File: src/rtl/rom_rd_arbiter.sv
// rtl/rom_rd_arbiter.sv - round-robin read arbiter for a shared 2-cycle BRAM ROM
// Optional macro ROM_ARB_PRIO_EN: requester 0 gets strict priority over the round-robin set.
package iu_clk_pkg;
    typedef struct packed {
        logic clk2x;
    } iu_clk_type;
endpackage

module rom_rd_arbiter
    import iu_clk_pkg::*;
#(
    parameter int NREQ     = 4,
    parameter int ADDRMSB  = 10,
    parameter int INIT_CYC = 4
) (
    input  iu_clk_type                      gclk,
    input  logic                            rst,
    input  logic [NREQ-1:0]                 req,
    input  logic [NREQ*(ADDRMSB+1)-1:0]     addr,
    input  logic                            halt,
    output logic [NREQ-1:0]                 gnt,
    output logic [NREQ-1:0]                 rvalid,
    output logic [31:0]                     rdata,
    output logic [ADDRMSB:0]                rom_addr,
    output logic                            rom_sr,
    input  logic [31:0]                     rom_dout,
    output logic                            idle
);

    localparam int AW = ADDRMSB + 1;
    localparam int PW = $clog2(NREQ);
`ifdef ROM_ARB_PRIO_EN
    localparam logic [PW-1:0] PTR_WRAP = PW'(1);
`else
    localparam logic [PW-1:0] PTR_WRAP = '0;
`endif

    typedef enum logic {INIT, RUN} state_t;

    logic           clk;
    state_t         state, state_nxt;
    logic [3:0]     cnt, cnt_nxt;
    logic [PW-1:0]  ptr, ptr_nxt;
    logic           v0, v1;
    logic [PW-1:0]  t0, t1;
    logic [AW-1:0]  addr_q;
    logic [NREQ-1:0] rr_req;
    logic           rr_found;
    logic [PW-1:0]  rr_idx;
    logic [PW-1:0]  srch_idx;
    logic           gnt_any;
    logic [PW-1:0]  gidx;

    assign clk = gclk.clk2x;

    // Search from the pointer upward with wrap; bit 0 is excluded when it has its own priority path.
    always_comb begin
        rr_found = 1'b0;
        rr_idx   = '0;
        srch_idx = '0;
`ifdef ROM_ARB_PRIO_EN
        rr_req = {req[NREQ-1:1], 1'b0};
`else
        rr_req = req;
`endif
        for (int k = 0; k < NREQ; k++) begin
            srch_idx = PW'((int'(ptr) + k) % NREQ);
            if (!rr_found && rr_req[srch_idx]) begin
                rr_found = 1'b1;
                rr_idx   = srch_idx;
            end
        end
    end

    always_comb begin
        state_nxt = state;
        cnt_nxt   = cnt;
        ptr_nxt   = ptr;
        gnt_any   = 1'b0;
        gidx      = '0;
        rom_sr    = 1'b0;
        gnt       = '0;
        case (state)
            INIT: begin
                rom_sr = 1'b1;
                if (cnt == 4'd0) state_nxt = RUN;
                else             cnt_nxt   = cnt - 4'd1;
            end
            RUN: begin
                if (!halt) begin
`ifdef ROM_ARB_PRIO_EN
                    if (req[0]) begin
                        gnt_any = 1'b1;
                        gidx    = '0;
                    end else
`endif
                    if (rr_found) begin
                        gnt_any = 1'b1;
                        gidx    = rr_idx;
                        ptr_nxt = (rr_idx == PW'(NREQ - 1)) ? PTR_WRAP : rr_idx + PW'(1);
                    end
                end
            end
            default: state_nxt = INIT;
        endcase
        if (gnt_any) gnt[gidx] = 1'b1;
    end

    assign rom_addr = gnt_any ? addr[int'(gidx)*AW +: AW] : addr_q;
    assign rdata    = rom_dout;
    assign idle     = (state == RUN) && !gnt_any && !v0 && !v1;

    always_comb begin
        rvalid = '0;
        if (v1) rvalid[t1] = 1'b1;
    end

    // Tag stages mirror the ROM's array and output-register delays.
    always_ff @(posedge clk or negedge rst) begin
        if (!rst) begin
            state  <= INIT;
            cnt    <= 4'(INIT_CYC - 1);
            ptr    <= '0;
            v0     <= 1'b0;
            v1     <= 1'b0;
            t0     <= '0;
            t1     <= '0;
            addr_q <= '0;
        end else begin
            state  <= state_nxt;
            cnt    <= cnt_nxt;
            ptr    <= ptr_nxt;
            v0     <= gnt_any;
            t0     <= gidx;
            v1     <= v0;
            t1     <= t0;
            addr_q <= rom_addr;
        end
    end

endmodule

File: config.mk
export PLATFORM = sky130hd
export DESIGN_NAME = rom_rd_arbiter
export DESIGN_NICKNAME = d
export VERILOG_FILES = /design/src/rtl/rom_rd_arbiter.sv
export SDC_FILE = /design/constraint.sdc
export NUM_CORES = 1
export LEC_CHECK = 0
export BUFFER_PORTS_ARGS = -buffer_cell sky130_fd_sc_hd__buf_4
export CAP_MARGIN = 20
export CORE_MARGIN = 8
export CORE_UTILIZATION = 42
export CTS_CLUSTER_DIAMETER = 50
export DETAILED_ROUTE_END_ITERATION = 16
export PLACE_DENSITY_LB_ADDON = 0.25
export SLEW_MARGIN = 20
export SYNTH_ARGS = -nofsm -noshare
export SYNTH_HDL_FRONTEND = slang
export SYNTH_SLANG_ARGS = --single-unit
File: constraint.sdc
create_clock -name gclk -period 3.4 [get_ports gclk]
set_input_delay 0.51 -clock gclk [delete_from_list [all_inputs] [get_ports gclk]]
set_output_delay 0.51 -clock gclk [all_outputs]
set_load 0.005 [all_outputs]
==> results of run 1 <==
[logic make-up after synthesis]
logic type	after synthesis
adders and majority gates	1
xor gates and xnor gates	2
DFF	24
and+or+nand+nor	71
muxes	3
buffers and inverters	49
AOI/OAI and AO/OA	35
[sequential cells by signal, indices dropped and copies added (netlist names)]
| name | cells |
|---|---|
| addr_q | 11 |
| cnt | 4 |
| ptr | 2 |
| state | 1 |
| t0 | 2 |
| t1 | 2 |
| v0 | 1 |
| v1 | 1 |
[Yosys cell counts (all sizes together) (3+ instances only)]
cell / instances / area share, %
a21oi: 4 / 1.2
inv: 7 / 1.6
dfrtp: 22 / 33
nor3b: 12 / 5.4
a221o: 10 / 6.0
nor2: 19 / 4.3
o32a: 10 / 6.0
nor4: 5 / 1.9
nand3: 12 / 3.6
nor2b: 4 / 1.5
o21ai: 4 / 1.4
mux2i: 3 / 1.8
buf: 36 / 16
nand2: 8 / 1.8
clkbuf: 6 / 1.3
[worst max path at each step]
stage	endpoint	from	depth (start not counted)
after floorplan	rom_addr[4]	req[0]	6
after global placement	rom_addr[5]	req[0]	7
after detailed placement	rom_addr[9]	req[0]	7
after CTS	rom_addr[1]	ptr[1]	6
after global routing	rom_addr[4]	ptr[1]	6
final	rom_addr[1]	ptr[1]	6
[worst register-to-register path: cells and delay by family (launching register included)]
family	cells	cell delay [ps]
AO/OA/AOI/OAI	3	1170
flip-flops	1	500
AND/OR/NAND/NOR	2	340
[power breakdown]
group | switching, W | internal, W | leakage, nW
registers | 0.0000262 | 0.000328 | 0.283
logic | 0.000171 | 0.000174 | 0.651
clock network | 0.0000985 | 0.000157 | 0.0357
total | 0.000296 | 0.000660 | 0.970
[layer usage]
metal	part of all wire (%)	wire length, µm	up-vias	track usage (%)
li1	-	-	712	-
met4	3.3	176	0	7.41
met5	0	0	-	0
met1	37	1950	742	17.9
met3	10	542	36	6.32
met2	49	2600	71	28.3
[cell usage in the layout (no fill, tap or decap), types with 2 or more instances in the layout]
cell / count
buf_4: 74
dfrtp_1: 22
nor2_1: 19
nand3_1: 12
nor3b_1: 12
a221o_1: 10
o32a_1: 10
nand2_1: 8
inv_1: 7
nor4_1: 5
nor2b_1: 4
a21oi_1: 4
mux2i_1: 3
o21ai_0: 3
clkbuf_8: 3
and3b_1: 2
nand2b_1: 2
nor3_1: 2
dfstp_2: 2
[per-stage QoR]
| stage | worst slack (ps) | hold slack, ps |
|---|---|---|
| detailed placement | 644 | 336 |
| global route | 355 | 137 |
| global placement | 638 | 333 |
| finish | 469 | 126 |
| floorplan | 1110 | 214 |
| CTS | 481 | 135 |
[cell type report]
cell class                      instances  area, µm²
Sequential cell                        24        603
Multi-Input combinational cell        112        752
Clock buffer                            3       41.3
Tap cell                               50       62.6
Timing Repair Buffer                   74        556
Fill cell                             399       1840
Clock inverter                          1       30.0
Inverter                                7       26.3
==> impl_metrics.env, run 1 <==
export IMPL_clock_latency_ps=270
export IMPL_path_delay_family="compound AO/OA/AOI/OAI gates"
export IMPL_r2r_start="ptr[1]"
export IMPL_overflow=0
export IMPL_r2r_end="addr_q[1]"
export IMPL_post_cts_resized=0
export IMPL_cellPowerDensity_mw_per_mm2=462
export IMPL_total_power_w=0.000956
export IMPL_hp_class="primary input to async pin"
export IMPL_placed_area_mm2=0.00200
export IMPL_vias=1561
export IMPL_grt_usage_pct=16.6
export IMPL_slew_headroom_pct=60.8
export IMPL_crit_buf_inv=1
export IMPL_drive_gt1_share_pct=37.6
export IMPL_start_util_pct=42.7
export IMPL_fin_crit_ps=2930
export IMPL_tightest_slew_ps=586
export IMPL_drt_iter0_drc=79
export IMPL_antenna_left=0
export IMPL_cellLeakagePower_nw=0.970
export IMPL_drtPass1Iterations=4
export IMPL_run_status="completed"
export IMPL_required_ps=2890
export IMPL_clk_pin_slew_ps=90
export IMPL_ys_warn_count=0
export IMPL_die_h_um=79.1
export IMPL_yosys_area_share_simple_pct=23.1
export IMPL_grt_max_degree=25
export IMPL_endpoint_kind="output port"
export IMPL_cts_made_buffers=3
export IMPL_post_cts_setup_buffers=0
export IMPL_fmax_ghz=0.341
export IMPL_hpwl_um=4070
export IMPL_final_area_mm2=0.00207
export IMPL_cpMaxStageDelayCell="dfrtp_1"
export IMPL_synth_area_mm2=0.00167
export IMPL_root_buffer="clkbuf_8"
export IMPL_wire_per_inst_um=19.4
export IMPL_dpl_cell_count=267
export IMPL_synth_top_family_by_area="simple AND/OR/NAND/NOR gates"
export IMPL_dieArea_mm2=0.00626
export IMPL_core_mm2=0.00391
export IMPL_fin_nets=306
export IMPL_path_class="register to output port"
export IMPL_clockBufferDepth=2
export IMPL_cts_sink_count=24
export IMPL_ctsHoldBuffers=0
export IMPL_viasPerCell=5.76
export IMPL_final_cells=271
export IMPL_setup_tns_ps=0
export IMPL_max_stage_delay_ps=500
export IMPL_rows=23
export IMPL_path_cells="and2b_1 > nor4b_1 > a211o_1 > a221o_1 > o32a_1 > buf_4"
export IMPL_crit_fanout=11
export IMPL_vdd_ir_drop_worst_mv=0.225
export IMPL_h_tree_depth=1
export IMPL_synth_edf_count=0
export IMPL_cts_tree="built"
export IMPL_start_kind="register"
export IMPL_ys_ff_latch=24
export IMPL_syn_nets=269
export IMPL_first_global_vias=1702
export IMPL_grt_first_pass_wirelength_um=8470
export IMPL_antenna_found_initial=0
export IMPL_port_buffers=71
export IMPL_synth_distinct_cells=37
export IMPL_ios=136
export IMPL_r2r_slack_ps=1280
export IMPL_place_congestion=0.853
export IMPL_fin_util_pct=52.9
export IMPL_synth_compound_area_share_pct=18.2
export IMPL_synthMuxAreaShare_pct=1.80
export IMPL_finalHoldViolations=0
export IMPL_area_growth_pct=23.8
export IMPL_setup_viol=0
export IMPL_drc=0
export IMPL_synthCells=185
export IMPL_synthXorXnorAreaFrac_pct=1.05
export IMPL_yosysSeqAreaShare_pct=36.1
export IMPL_ys_flop_type="dfrtp_1"
export IMPL_cp_arrival_ps=2420
export IMPL_finalCritPeriodShare_pct=86.2
export IMPL_finalMaxSlewViolations=0
export IMPL_diodes=0
export IMPL_r2r_cells=5
export IMPL_avgSynthCellArea_um2=9.04
export IMPL_synthAdderAreaFrac_pct=0.748
export IMPL_grt_setup_unrepaired="no"
export IMPL_ys_async_sr_fraction_pct=100
export IMPL_cap_violations=0
export IMPL_die_width_um=79.1
export IMPL_finalClockSkew_ps=2.38
export IMPL_routed_wl_um=5270
Note: power is estimated with default switching activity, not from simulation.
==> run 2, diff against run 1 <==
--- a/config.mk
+++ b/config.mk
@@ -8,7 +8,7 @@
 export BUFFER_PORTS_ARGS = -buffer_cell sky130_fd_sc_hd__buf_4
 export CAP_MARGIN = 20
 export CORE_MARGIN = 8
-export CORE_UTILIZATION = 42
+export CORE_UTILIZATION = 35
 export CTS_CLUSTER_DIAMETER = 50
 export DETAILED_ROUTE_END_ITERATION = 16
 export PLACE_DENSITY_LB_ADDON = 0.25
==> constraint.sdc (replaced) <==
create_clock -name gclk -period 2.4 [get_ports gclk]
set_input_delay 0.36 -clock gclk [delete_from_list [all_inputs] [get_ports gclk]]
set_output_delay 0.36 -clock gclk [all_outputs]
set_load 0.02 [all_outputs]
==> run 2 against run 1 <==
Against the previous run:
- critical path depth stayed put
- flip-flop and latch count stayed put
- non-clock buffer count is 11 higher
- die area is 16% higher
- sequential share of layout area is 3.5 points lower
- the flow now finishes with violations (negative setup slack)
- setup slack worse by 660 ps
- final cell count is 6.3% higher
==> impl_metrics.env, run 2 (synthesis results as in run 1) <==
export IMPL_place_congestion=0.763
export IMPL_tightest_slew_ps=466
export IMPL_h_tree_depth=1
export IMPL_timing_final_ws_setup_ps=-190
export IMPL_dieArea_mm2=0.00725
export IMPL_setup_viol=11
export IMPL_path_class="register to output port"
export IMPL_wire_per_inst_um=18.3
export IMPL_finalCritPeriodShare_pct=108
export IMPL_ios=136
export IMPL_cp_arrival_ps=2230
export IMPL_vdd_ir_drop_worst_mv=0.326
export IMPL_cts_sink_count=24
export IMPL_slew_headroom_pct=68.9
export IMPL_r2r_cells=5
export IMPL_largest_registers="addr_q: 11 flops, cnt: 4 flops"
export IMPL_intPower_w=0.00106
export IMPL_antenna_found_initial=0
export IMPL_grt_usage_pct=14.4
export IMPL_cts_made_buffers=3
export IMPL_max_flop_register="addr_q"
export IMPL_final_cell_mix="71 x buf_4, 21 x dfrtp_1, 19 x nor2_1"
export IMPL_crit_fanout=7
export IMPL_hold_ws_ps=354
export IMPL_fin_nets=319
export IMPL_first_global_vias=1723
export IMPL_dpl_cell_count=277
export IMPL_violations="negative setup slack"
export IMPL_r2r_slack_ps=460
export IMPL_min_delay_start="t0[1]"
export IMPL_grt_setup_unrepaired="yes"
export IMPL_endpoint_kind="output port"
export IMPL_switchingPower_w=0.000544
export IMPL_clock_latency_ps=270
export IMPL_clockBufferDepth=2
export IMPL_run_status="finished with violations"
export IMPL_hp_class="register to register"
export IMPL_cap_violations=0
export IMPL_holdPathEnd="t1[1]"
export IMPL_fmax_ghz=0.386
export IMPL_largest_reg_flops=11
export IMPL_grt_first_pass_wirelength_um=8400
export IMPL_cellPowerDensity_mw_per_mm2=679
export IMPL_final_cells=288
export IMPL_diodes=0
export IMPL_p_clk_share_pct=22.7
export IMPL_cts_tree="built"
export IMPL_drive_gt1_share_pct=44.9
export IMPL_overflow=0
export IMPL_fin_crit_ps=2590
export IMPL_die_h_um=85.1
export IMPL_clk_pin_slew_ps=90
export IMPL_vias=1537
export IMPL_fillers=463
export IMPL_port_buffers=71
export IMPL_mostFrequentLayoutCell="buf_4"
export IMPL_start_kind="register"
export IMPL_rows=25
export IMPL_viasPerCell=5.34
export IMPL_r2r_end="addr_q[2]"
export IMPL_drc=0
export IMPL_finalMaxSlewViolations=0
export IMPL_finalClockSkew_ps=1.07
export IMPL_root_buffer="clkbuf_8"
export IMPL_seqPwrFrac_pct=30.7
export IMPL_antenna_left=0
export IMPL_drt_iter0_drc=45
export IMPL_comb_power_share_pct=46.6
export IMPL_grt_max_degree=25
export IMPL_whs_path_depth=0
export IMPL_fin_util_pct=50.6
export IMPL_required_ps=2040
export IMPL_die_width_um=85.1
export IMPL_drtPass1Iterations=4
export IMPL_start_util_pct=35.9
export IMPL_routed_wl_um=5260
export IMPL_core_mm2=0.00466
export IMPL_area_growth_pct=40.8
export IMPL_finalHoldViolations=0
export IMPL_hpwl_um=3610
export IMPL_cellLeakagePower_nw=1.08
export IMPL_r2r_start="ptr[0]"
export IMPL_switching_share_pct=34.0
-- run 2: how the worst max path moves through the flow --
| stage | startpoint | endpoint | slack, ps | depth (start not counted) |
|---|---|---|---|---|
| floorplan | ptr[0] | rom_addr[10] | 220 | 7 |
| global placement | ptr[0] | rom_addr[0] | 60 | 6 |
| detailed placement | ptr[0] | rom_addr[2] | 2 | 6 |
| CTS | ptr[0] | rom_addr[2] | -150 | 6 |
| global route | ptr[0] | rom_addr[2] | -260 | 6 |
| finish | ptr[0] | rom_addr[2] | -190 | 6 |
-- run 2: metrics by stage --
| step | total power (W) | setup WS (ps) | instance area (µm²) | TNS [ps] |
|---|---|---|---|---|
| detailed placement | 0.00111 | 1.73 | 2090 | 0 |
| global placement | 0.00111 | 55.0 | 2090 | 0 |
| global route | 0.00168 | -259 | 2360 | -2220 |
| floorplan | 0.000918 | 223 | 1670 | 0 |
| finish | 0.00160 | -190 | 2360 | -1540 |
| CTS | 0.00159 | -153 | 2310 | -1250 |
-- run 2: what timing repair did --
action	4_1_cts	5_1_grt
cloned	2	0
buffers inserted	3	1
pin swaps	18	7
resized for setup	23	6
endpoints found under the hold margin	22	0
setup endpoints to repair	11	11
hold buffers	1	0
-- run 2: final cells by class --
class                   instances  area, µm²  share of cell area (%)
multi-input cells             114        871                    37.0
repair buffers                 85        716                    30.4
flip-flops and latches         24        604                    25.7
well taps                      54       67.6                    2.87
clock buffers                   3       41.3                    1.75
clock inverters                 1       30.0                    1.27
inverters                       7       26.3                    1.12
-- run 2: power groups by stage --
stage,clock network (W),registers [W],logic (W)
floorplan,0,0.000487,0.000431
global placement,0,0.000500,0.000614
detailed placement,0,0.000501,0.000614
CTS,0.000374,0.000491,0.000720
global route,0.000387,0.000499,0.000796
finish,0.000363,0.000492,0.000745
-- run 2: routing by layer --
metal | global-route usage, % | routed length, µm | vias up
li1 | - | - | 740
met1 | 15.7 | 2270 | 725
met2 | 23.4 | 2410 | 60
met3 | 6.95 | 504 | 12
met4 | 5.50 | 73 | 0
met5 | 0 | 0 | -
-- run 2: worst max-delay path, stage by stage (launching register included) --
cell,delay [ps]
dfrtp_2,460
and2b_2,250
a21oi_4,230
o21ai_4,140
a221o_1,350
o32a_1,380
buf_6,140
==> run 3, diff against run 2 <==
--- a/config.mk
+++ b/config.mk
@@ -12,6 +12,7 @@
 export CTS_CLUSTER_DIAMETER = 50
 export DETAILED_ROUTE_END_ITERATION = 16
 export PLACE_DENSITY_LB_ADDON = 0.25
+export SETUP_SLACK_MARGIN = 0.1
 export SLEW_MARGIN = 20
 export SYNTH_ARGS = -nofsm -noshare
 export SYNTH_HDL_FRONTEND = slang
==> run 3 against run 2 <==
Against the previous run:
- the flow still finishes with violations (negative setup slack)
- setup slack improved by 3.6 ps
- clock skew barely moved
- first-iteration DRC count fell by 13%
- register-to-register slack barely moved
- global-route usage did not move
- fmax rose by 0.14%
- critical path depth did not move
- die area did not move
- hold slack barely moved
- clock power barely moved
- combinational power barely moved
- utilization rose by 0.13 points
- critical endpoint unchanged
- largest cell class unchanged
==> impl_metrics.env, run 3 (synthesis results as in run 1) <==
export IMPL_run_status="finished with violations"
export IMPL_violations="negative setup slack"
export IMPL_vdd_ir_drop_worst_mv=0.327
export IMPL_min_delay_start="t0[1]"
export IMPL_routed_top_layer="met4"
export IMPL_max_stage_delay_ps=460
export IMPL_port_buffers=71
export IMPL_overflow=0
export IMPL_dr_wl_met3_um=498
export IMPL_antenna_left=0
export IMPL_crit_start="ptr[0]"
export IMPL_wire_per_inst_um=18.2
export IMPL_grt_usage_pct=14.4
export IMPL_routed_wl_um=5250
export IMPL_endpoint_kind="output port"
export IMPL_wl_met1_um=2260
export IMPL_die_width_um=85.1
export IMPL_tightest_slew_ps=466
export IMPL_place_congestion=0.763
export IMPL_start_util_pct=35.9
export IMPL_root_buffer="clkbuf_8"
export IMPL_required_ps=2040
export IMPL_drt_iter0_drc=39
export IMPL_timing_final_ws_setup_ps=-187
export IMPL_grt_first_pass_wirelength_um=8400
export IMPL_crit_buf_inv=1
export IMPL_drc=0
export IMPL_largest_registers="addr_q: 11 flops, cnt: 4 flops"
export IMPL_slew_headroom_pct=68.9
export IMPL_final_cell_mix="71 x buf_4, 21 x dfrtp_1, 19 x nor2_1"
export IMPL_antenna_found_initial=0
export IMPL_core_mm2=0.00466
export IMPL_first_global_vias=1719
export IMPL_final_cells=288
export IMPL_ios=136
export IMPL_start_kind="register"
export IMPL_r2r_start="ptr[0]"
export IMPL_hpwl_um=3610
export IMPL_fin_nets=319
export IMPL_cellPowerDensity_mw_per_mm2=677
export IMPL_cts_tree="built"
export IMPL_h_tree_depth=1
export IMPL_clock_latency_ps=270
export IMPL_path_class="register to output port"
export IMPL_cp_arrival_ps=2230
export IMPL_viasPerCell=5.39
export IMPL_clockBufferDepth=2
export IMPL_setup_viol=11
export IMPL_finalMaxSlewViolations=0
export IMPL_grt_setup_unrepaired="yes"
export IMPL_path_delay_family="compound AO/OA/AOI/OAI gates"
export IMPL_max_flop_register="addr_q"
export IMPL_grt_max_degree=25
export IMPL_hp_class="register to register"
export IMPL_fin_crit_ps=2590
export IMPL_clk_pin_slew_ps=90
export IMPL_fmax_ghz=0.387
export IMPL_cts_sink_count=24
export IMPL_rows=25
export IMPL_diodes=0
export IMPL_finalHoldViolations=0
export IMPL_drtPass1Iterations=4
export IMPL_dpl_cell_count=277
export IMPL_largest_reg_flops=11
export IMPL_mostFrequentLayoutCell="buf_4"
export IMPL_vias=1551
export IMPL_area_growth_pct=41.2
export IMPL_cap_violations=0
export IMPL_cts_made_buffers=3
export IMPL_dieArea_mm2=0.00725
export IMPL_finalClockSkew_ps=1.04
export IMPL_cpMaxStageDelayCell="dfrtp_2"
export IMPL_drive_gt1_share_pct=45.3
export IMPL_die_h_um=85.1
export IMPL_finalCritPeriodShare_pct=108
export IMPL_crit_fanout=7
export IMPL_met2RoutedLength_um=2420
export IMPL_dp_slack_ps=1.73
export IMPL_path_cells="and2b_2 > a21oi_4 > o21ai_4 > a221o_1 > o32a_1 > buf_6"
export IMPL_cellLeakagePower_nw=1.08
==> run 3: layout make-up <==
class / count / area [µm²]
clock buffers: 3 / 41.3
clock inverters: 1 / 30.0
fillers: 461 / 2300
inverters: 7 / 26.3
multi-input cells: 114 / 877
flip-flops and latches: 24 / 604
well taps: 54 / 67.6
repair buffers: 85 / 716
==> run 3: what timing repair did <==
action | CTS | global route
pin swaps | 18 | 8
endpoints found under the setup margin | 12 | 13
hold buffers | 1 | 0
cloned | 2 | 0
resized for setup | 23 | 7
endpoints found under the hold margin | 22 | 0
setup buffers | 3 | 1
==> run 3: worst paths after layout <==
path | end | slack, ps | depth (start not counted)
max in group asynchronous | cnt[0] | 1580 | 2
setup reg to reg | addr_q[2] | 470 | 5
setup / recovery | rom_addr[2] | -190 | 6
hold / removal | t1[1] | 350 | 0
min in group asynchronous | addr_q[7] | 520 | 2
hold reg to reg | t1[1] | 350 | 0
==> run 3: where the power goes <==
part	switching, W	internal, W
clock	0.000139	0.000223
sequential	0.0000262	0.000465
combinational	0.000379	0.000368
==> run 3: metal layers <==
| metal | up-vias | global-route usage (%) |
|---|---|---|
| met4 | 0 | 5.99 |
| li1 | 743 | - |
| met2 | 56 | 23.3 |
| met5 | - | 0 |
| met1 | 740 | 15.6 |
| met3 | 12 | 7.05 |
==> run 3: worst register-to-register path, delay by kind of cell, from the launching register on <==
kind / cells / cell delay [ps]
DFF: 1 / 460
and+or+nand+nor: 1 / 250
AOI/OAI and AO/OA: 4 / 1100
==> run 3: through the flow <==
stage	total power, W	instance area [µm²]	hold WS, ps	setup TNS [ps]	util, %
2_1_floorplan	0.000918	1670	64.4	0	-
3_3_place_gp	0.00111	2090	279	0	44.8
3_5_place_dp	0.00111	2090	279	0	44.8
4_1_cts	0.00159	2310	357	-1250	49.6
5_1_grt	0.00168	2360	361	-2220	50.7
6_report	0.00160	2360	354	-1520	50.7
